===== src/rtl/bit_demux_pkg.sv =====
// ---------------------------------------------------------------------------
// bit_demux_pkg
// Shared definitions for the bit demultiplexing collector.
//   - state_e        : collector FSM states (COLLECT gathers beats, HOLD
//                      presents the finished word to the consumer)
//   - DEFAULT_WIDTH  : default number of output bit positions
//   - all_ones_mask  : helper returning a mask with the low 'width' bits set
// No ports; imported by bit_demux_dec and bit_demux_collector.
// ---------------------------------------------------------------------------
package bit_demux_pkg;

  localparam int DEFAULT_WIDTH = 16;

  // Upper bound on the widths the helper below can describe.
  localparam int MAX_WIDTH = 256;

  typedef enum logic {
    COLLECT = 1'b0,
    HOLD    = 1'b1
  } state_e;

  // Builds the "every position written" mask. Callers truncate the result
  // to their own width.
  function automatic logic [MAX_WIDTH-1:0] all_ones_mask(input int width);
    logic [MAX_WIDTH-1:0] m;
    m = '0;
    for (int i = 0; i < MAX_WIDTH; i++) begin
      m[i] = (i < width);
    end
    return m;
  endfunction

endpackage


===== src/rtl/bit_demux_dec.sv =====
// ---------------------------------------------------------------------------
// bit_demux_dec
// Combinational one-hot decoder producing per-bit write enables for the
// collector's data and mask registers.
// Ports:
//   sel_i  in   SEL_W  destination bit position
//   en_i   in   1      accept strobe; no enable is raised when low
//   we_o   out  WIDTH  one-hot write enable (all zeros when en_i=0)
// ---------------------------------------------------------------------------
module bit_demux_dec
  import bit_demux_pkg::*;
#(
  parameter  int WIDTH = DEFAULT_WIDTH,
  localparam int SEL_W = $clog2(WIDTH)
) (
  input  logic [SEL_W-1:0] sel_i,
  input  logic             en_i,
  output logic [WIDTH-1:0] we_o
);

  // WIDTH is a power of two, so every sel_i value names a real position.
  always_comb begin
    we_o = '0;
    if (en_i) begin
      we_o[sel_i] = 1'b1;
    end
  end

endmodule


===== src/rtl/bit_demux_collector.sv =====
// ---------------------------------------------------------------------------
// bit_demux_collector
// Collects a bit-serial stream into a parallel word: each beat writes in_bit
// into position in_sel. The word is offered on a valid/ready port once every
// position has been written, or early when flush is raised.
// Ports:
//   clk        in   1      clock, rising edge
//   rst_n      in   1      asynchronous active-low reset
//   in_valid   in   1      in_bit/in_sel valid
//   in_ready   out  1      collector can accept a beat
//   in_bit     in   1      data bit to store
//   in_sel     in   SEL_W  destination bit position
//   flush      in   1      emit the partial word (COLLECT only)
//   out_valid  out  1      out_data/out_mask valid
//   out_ready  in   1      consumer accepts the word
//   out_data   out  WIDTH  collected word (unwritten positions read 0)
//   out_mask   out  WIDTH  1 = position written in this word
//   dup_err    out  1      one-cycle pulse after a position is overwritten
// ---------------------------------------------------------------------------
module bit_demux_collector
  import bit_demux_pkg::*;
#(
  parameter  int WIDTH = DEFAULT_WIDTH,
  localparam int SEL_W = $clog2(WIDTH)
) (
  input  logic             clk,
  input  logic             rst_n,
  input  logic             in_valid,
  output logic             in_ready,
  input  logic             in_bit,
  input  logic [SEL_W-1:0] in_sel,
  input  logic             flush,
  output logic             out_valid,
  input  logic             out_ready,
  output logic [WIDTH-1:0] out_data,
  output logic [WIDTH-1:0] out_mask,
  output logic             dup_err
);

  localparam logic [WIDTH-1:0] FULL_MASK = WIDTH'(all_ones_mask(WIDTH));

  state_e           state_q, state_d;
  logic [WIDTH-1:0] data_q, data_d;
  logic [WIDTH-1:0] mask_q, mask_d;
  logic             dup_q, dup_d;
  logic             started_q;
  logic             accept;
  logic [WIDTH-1:0] we;

  // in_ready stays low through reset and the first edge after release;
  // started_q marks that the collector has seen a clock out of reset.
  assign in_ready  = started_q && (state_q == COLLECT);
  assign out_valid = (state_q == HOLD);
  assign out_data  = data_q;
  assign out_mask  = mask_q;
  assign dup_err   = dup_q;
  assign accept    = in_valid && in_ready;

  bit_demux_dec #(.WIDTH(WIDTH)) u_dec (
    .sel_i (in_sel),
    .en_i  (accept),
    .we_o  (we)
  );

  // Next-state logic. In COLLECT the addressed bit is written and the
  // post-write mask decides whether the word is finished (all positions
  // written) or flushed early (flush with at least one position written,
  // which includes a beat arriving in the same cycle). In HOLD the word is
  // frozen until the consumer takes it, then the registers are cleared so
  // unwritten positions of the next word read 0.
  always_comb begin
    state_d = state_q;
    data_d  = data_q;
    mask_d  = mask_q;
    dup_d   = 1'b0;
    unique case (state_q)
      COLLECT: begin
        data_d = (data_q & ~we) | (we & {WIDTH{in_bit}});
        mask_d = mask_q | we;
        dup_d  = |(mask_q & we);
        if ((mask_d == FULL_MASK) || (flush && (mask_d != '0))) begin
          state_d = HOLD;
        end
      end
      HOLD: begin
        if (out_ready) begin
          state_d = COLLECT;
          data_d  = '0;
          mask_d  = '0;
        end
      end
      default: begin
        state_d = COLLECT;
      end
    endcase
  end

  // State, word and error registers. Reset discards any partial word.
  always_ff @(posedge clk or negedge rst_n) begin
    if (!rst_n) begin
      state_q   <= COLLECT;
      data_q    <= '0;
      mask_q    <= '0;
      dup_q     <= 1'b0;
      started_q <= 1'b0;
    end else begin
      state_q   <= state_d;
      data_q    <= data_d;
      mask_q    <= mask_d;
      dup_q     <= dup_d;
      started_q <= 1'b1;
    end
  end

endmodule


===== config.mk =====
export PLATFORM = sky130hd
export DESIGN_NAME = bit_demux_collector
export DESIGN_NICKNAME = d
export VERILOG_FILES = /design/src/rtl/bit_demux_pkg.sv /design/src/rtl/bit_demux_dec.sv /design/src/rtl/bit_demux_collector.sv
export SDC_FILE = /design/constraint.sdc
export NUM_CORES = 1
export LEC_CHECK = 0
export ABC_AREA = 1
export CAP_MARGIN = 15
export CORE_MARGIN = 2
export CORE_UTILIZATION = 35
export DETAILED_ROUTE_END_ITERATION = 8
export GPL_TIMING_DRIVEN = 1
export SLEW_MARGIN = 20
export SYNTH_ARGS = -nofsm -noshare
export SYNTH_HDL_FRONTEND = slang
export SYNTH_SLANG_ARGS = --single-unit

===== constraint.sdc =====
create_clock -name clk -period 2.9 [get_ports clk]
set_input_delay 0.58 -clock clk [delete_from_list [all_inputs] [get_ports clk]]
set_output_delay 0.58 -clock clk [all_outputs]
set_load 0.02 [all_outputs]

### Word level (Yosys, flattened, before mapping)

Index checks and enable logic that the tools add are counted.

* register bits after elaboration: 35
* bits in latches: 0
* bits in writable memories: 0
* bits in read-only memories: 0
* output and inout bits: 35
* logic and storage cells: 33
* memories kept: 0

* add/sub/neg operators: 0
* multiply operators: 0
* divide/modulo/power cells: 0
* magnitude comparators: 2
* equality and inequality tests: 2
* shift-type cells: 0
* mux-type cells: 10
* bitwise gates (word level): 7
* reduce and logical (&&, ||, !) cells: 7

Operators by type and width (number)
* 16-bit case mux with 2 select lines: 2
* 16-bit AND: 3
* 16-bit two-way mux: 2
* 16-bit OR: 2
* 16-bit equality test, second input constant: 1
* 16-bit inverter: 1
* 16-bit nonzero test: 1
* 16-bit OR reduction: 1
* 4-bit by 5-bit < comparator with 1-bit output, second input constant: 1
* 1-bit demux with 4-bit select: 1
* 4-bit by 1-bit >= comparator with 1-bit output, second input constant: 1
* 1-bit logical AND: 4
* 1-bit two-way mux: 4
* 2-bit inequality test, second input constant: 1
* 1-bit case mux with 2 select lines: 1
* 1-bit logical OR: 1
* 1-bit inverter: 1

### Depth between registers and ports, before layout

* word-level depth: 11
* gate-level depth with buffers: 14

### Modules after synthesis

A second synthesis with hierarchy kept.

* cell total of the unflattened synthesis: 229
* area, all modules: 1814.2 µm²

Modules (own cells, without submodules)
* bit_demux_collector: instances 1, cells an instance 197, area an instance 1687.9 µm², seq. area each 875.8 µm²
* bit_demux_dec: instances 1, cells an instance 32, area an instance 126.4 µm², seq. area each 0.0 µm²

### Worst setup path after synthesis

OpenSTA, ideal clock, no wires.

* path kind: input-to-reg
* start: in in_valid
* end: reg state_q, in the netlist out_valid
* library setup time: 0.126 ns
* arrival: 1.481 ns
* required time: 2.774 ns
* slack: 1.292 ns
* stages on the path: 13
* path buffers: 1
* path through: inv_1 -> nor2_8 -> buf_12 -> nand2_2 -> nand2_2 -> nor2_1 -> nand2_1 -> nor2_1 -> nand2_1 -> nand2_1 -> nand2_1 -> nand2_1 -> nand2_1

* word-level cells in the longest chain between the ends: 8
* elaborated cells on any way between the ends: 9
* classes of those cells: eq/ne: 1; mux: 3; bitwise: 1; reduce/logical: 4

RTL lines
* start: declaration: line bit_demux_collector.sv:28 `input logic in_valid,`
* 1-bit logical AND *: line bit_demux_collector.sv:57 `assign accept = in_valid && in_ready;`
* 16-bit two-way mux *: line bit_demux_dec.sv:24 `if (en_i) begin`
* 16-bit OR *: line bit_demux_collector.sv:79 `mask_d = mask_q | we;`
* 16-bit nonzero test: line bit_demux_collector.sv:81 `if ((mask_d == FULL_MASK) || (flush && (mask_d != '0))) begin`
* 1-bit logical AND: line bit_demux_collector.sv:81
* 1-bit logical OR *: line bit_demux_collector.sv:81
* 1-bit two-way mux *: line bit_demux_collector.sv:81
* 1-bit case mux with 2 select lines *: line bit_demux_collector.sv:76 `unique case (state_q)`
* via state_d: line bit_demux_collector.sv:42 `state_e state_q, state_d;`
* end signal: assignment: line bit_demux_collector.sv:107 `state_q <= state_d;`
* end: declaration: line bit_demux_collector.sv:42

The timed path passes the listed nets; every way through them passes the cells marked *.
A chain may end at the register's enable or synchronous reset.

### Final worst setup path

* start: reg state_q, in the netlist out_valid
* end: out in_ready

* word-level cells in the longest chain between the ends: 2

RTL lines
* 1-bit inverter
* 1-bit logical AND: line bit_demux_collector.sv:52 `assign in_ready = started_q && (state_q == COLLECT);`
* end: declaration: line bit_demux_collector.sv:29 `output logic in_ready,`

No other way between the ends.

==> load_flow_metrics.sql <==
INSERT INTO impl_metrics (metric_group, metric, value, unit) VALUES
('run_status', 'status', 'finished clean', ''),
('timing', 'setup_viol', '0', ''),
('grt', 'first_pass_grt_wire_length', '8.08', 'mm'),
('yosys', 'edff_count_synth', '0', ''),
('clock_tree', 'cts.sink_count', '35', ''),
('cells_and_area', 'finish.instance_area', '2500', 'um^2'),
('flow_run', 'drv_cap', '0', ''),
('yosys', 'avgSynthCellArea', '7.44', 'um^2'),
('clock_tree', 'num_cts_buffers', '5', ''),
('die', 'die_h', '77.9', 'um'),
('setup_path', 'worstSetupEndpointType', 'output port', ''),
('clock_tree', 'cts_hold_buf', '0', ''),
('clock_tree', 'cts.root.buffer_cell', 'sky130_fd_sc_hd__clkbuf_8', ''),
('timing', 'relSlewSlack', '0.564', ''),
('placement', 'estimated_wirelength_of_the_detail_placed_design', '3.50', 'mm'),
('setup_path', 'critical-path-slowest-cell', 'sky130_fd_sc_hd__clkdlybuf4s50_1', ''),
('timing', 'period_minus_slack', '2.40', 'ns'),
('yosys', 'count_of_cell_types_in_the_netlist', '22', ''),
('yosys', 'sequential_share_of_the_synthesized_area', '0.458', ''),
('timing', 'hold_ws', '0.532', 'ns'),
('cells_and_area', 'n_antenna_cell', '0', ''),
('setup_path', 'r2r_start', 'out_valid', ''),
('timing', 'min_period_over_period', '0.827', ''),
('setup_path', 'worst_path_cell_chain', 'inv_4 -> nand2_4 -> inv_1 -> clkdlybuf4s50_1', ''),
('cells_and_area', 'design.final.nets', '312', ''),
('pwr', 'finalPower', '1.72', 'mW'),
('yosys', 'yosys_warnings', '0', ''),
('yosys', 'asyncSetResetFlopFracSynth', '1.00', ''),
('placement', 'place_inst', '365', ''),
('yosys', 'muxShareOfSynthArea', '0', ''),
('detailed_routing', 'detail_route.iter0.violations', '96', ''),
('cells_and_area', 'flow.area_growth_from_synthesis', '30.9', '%'),
('detailed_routing', 'drc', '0', ''),
('die', 'placementRows', '26', ''),
('setup_path', 'startpoint', 'out_valid', ''),
('pwr', 'pleak', '1.15', 'nW'),
('detailed_routing', 'drtAntennaViolNets', '0', ''),
('detailed_routing', 'wl', '4.78', 'mm'),
('clock_tree', 'insertion_delay', '0.29', 'ns'),
('die', 'design.die.area', '6070', 'um^2'),
('placement', 'gp_congestion', '0.847', ''),
('cells_and_area', 'layout-drive-gt1-share', '0.0825', ''),
('setup_path', 'critical_path.max_fanout', '37', ''),
('yosys', 'synth.net_count', '267', ''),
('setup_path', 'crit_path_start_kind', 'register', ''),
('clock_tree', 'tritoncts', 'yes', ''),
('setup_path', 'setup.reg_to_reg.worst_slack', '0.84', 'ns'),
('yosys', 'yosys.area_share.simple', '0.273', ''),
('clock_tree', 'ctsHtreeMaxLevel', '2', ''),
('timing', 'hold_viol_final', '0', ''),
('cells_and_area', 'final_cells', '373', ''),
('grt', 'largest_net_degree_at_the_start_of_global_routing', '38', ''),
('die', 'fp.coreArea', '5200', 'um^2'),
('timing', 'final-max-slew-violation-count', '0', ''),
('setup_path', 'critical_path_required', '2.32', 'ns'),
('grt', 'antenna_violations_before_repair', '0', ''),
('grt', 'first_global_vias', '1723', ''),
('yosys', 'synth-compound-area-share', '0.163', ''),
('timing', 'worst-slew-pin-transition', '0.654', 'ns'),
('hold_path', 'hp_class', 'reg2reg', ''),
('clock_tree', 'cts_setup_buffers', '0', ''),
('detailed_routing', 'routed_via_density', '4.81', ''),
('placement', 'instance_area_after_placement', '2400', 'um^2'),
('clock_tree', 'clk_transition_reported_paths', '0.07', 'ns'),
('yosys', 'yosys.area_share.adder', '0', ''),
('setup_path', 'number_of_buffers_and_inverters_on_the_critical_path', '3', ''),
('timing', 'finalClockSkew', '0.00390', 'ns'),
('yosys', 'synth_area_leader_cell', 'sky130_fd_sc_hd__dfrtp_1', ''),
('setup_path', 'critPathTopFamily', 'buffers and inverters', ''),
('pwr', 'power_density', '687', 'nW/um^2'),
('yosys', 'synth.ff_latch_count', '35', '');
==> cell type report <==
type	instances	area (um^2)
fillers	533	2700
multi-input cells	174	837
flip-flops and latches	35	876
clock buffers	8	100
repair buffers	45	448
well taps	70	87.6
inverters	41	156
==> report_power, final <==
group | internal [mW] | switching [mW] | total, mW
logic | 0.275 | 0.458 | 0.733
clock network | 0.217 | 0.171 | 0.388
registers | 0.557 | 0.0430 | 0.600
==> worst min-delay path by stage <==
stage / depth (start not counted) / endpoint / from / slack [ns]
6_report: 2 / out_data[6] / out_data[6] / 0.53
5_1_grt: 2 / out_data[6] / out_data[6] / 0.55
4_1_cts: 2 / out_data[6] / out_data[6] / 0.54
3_5_place_dp: 2 / out_data[6] / out_data[6] / 0.52
3_3_place_gp: 2 / out_data[15] / out_data[15] / 0.52
2_1_floorplan: 0 / dup_err / rst_n / 0.28
==> placed cells by master, fill, tap and decap left out, types with 4 or more instances in the layout <==
| master | n |
|---|---|
| sky130_fd_sc_hd__clkdlybuf4s50_1 | 44 |
| sky130_fd_sc_hd__nand2_2 | 9 |
| sky130_fd_sc_hd__clkbuf_8 | 7 |
| sky130_fd_sc_hd__dfrtp_1 | 35 |
| sky130_fd_sc_hd__a21oi_1 | 16 |
| sky130_fd_sc_hd__o21ai_0 | 17 |
| sky130_fd_sc_hd__nand2_1 | 61 |
| sky130_fd_sc_hd__nor2_1 | 33 |
| sky130_fd_sc_hd__nand2_4 | 4 |
| sky130_fd_sc_hd__inv_1 | 39 |
| sky130_fd_sc_hd__nand3_1 | 6 |
| sky130_fd_sc_hd__o22ai_1 | 22 |
==> worst register-to-register path: stages, from the launching register on <==
cell and delay (ns):
sky130_fd_sc_hd__dfrtp_1 0.42, sky130_fd_sc_hd__inv_4 0.31, sky130_fd_sc_hd__nand2_4 0.13, sky130_fd_sc_hd__nor2_8 0.29, sky130_fd_sc_hd__nand2_1 0.22, sky130_fd_sc_hd__nand2_1 0.15
sky130_fd_sc_hd__nand2_1 0.06, sky130_fd_sc_hd__nor2_1 0.13, sky130_fd_sc_hd__nand4_1 0.10, sky130_fd_sc_hd__nand2_1 0.07, sky130_fd_sc_hd__nand2_1 0.04, sky130_fd_sc_hd__nand2_1 0.07
==> layer usage <==
metal	GRT usage	wire length (um)	up-vias
met4	0.0456	55	0
met3	0.0419	285	6
li1	-	-	916
met2	0.242	2040	56
met1	0.247	2400	817
met5	0	0	-
==> flip-flops by register name, indices dropped and copies added (netlist names) <==
| register | cells |
|---|---|
| out_data | 16 |
| started_q | 1 |
| dup_err | 1 |
| out_mask | 16 |
| out_valid | 1 |
==> cell families after synthesis <==
kind of cell / Yosys count
and+or+nand+nor: 117
AOI/OAI and AO/OA: 56
buffers and inverters: 48
DFF: 35
other: 1
Note: power is estimated with default switching activity, not from simulation.
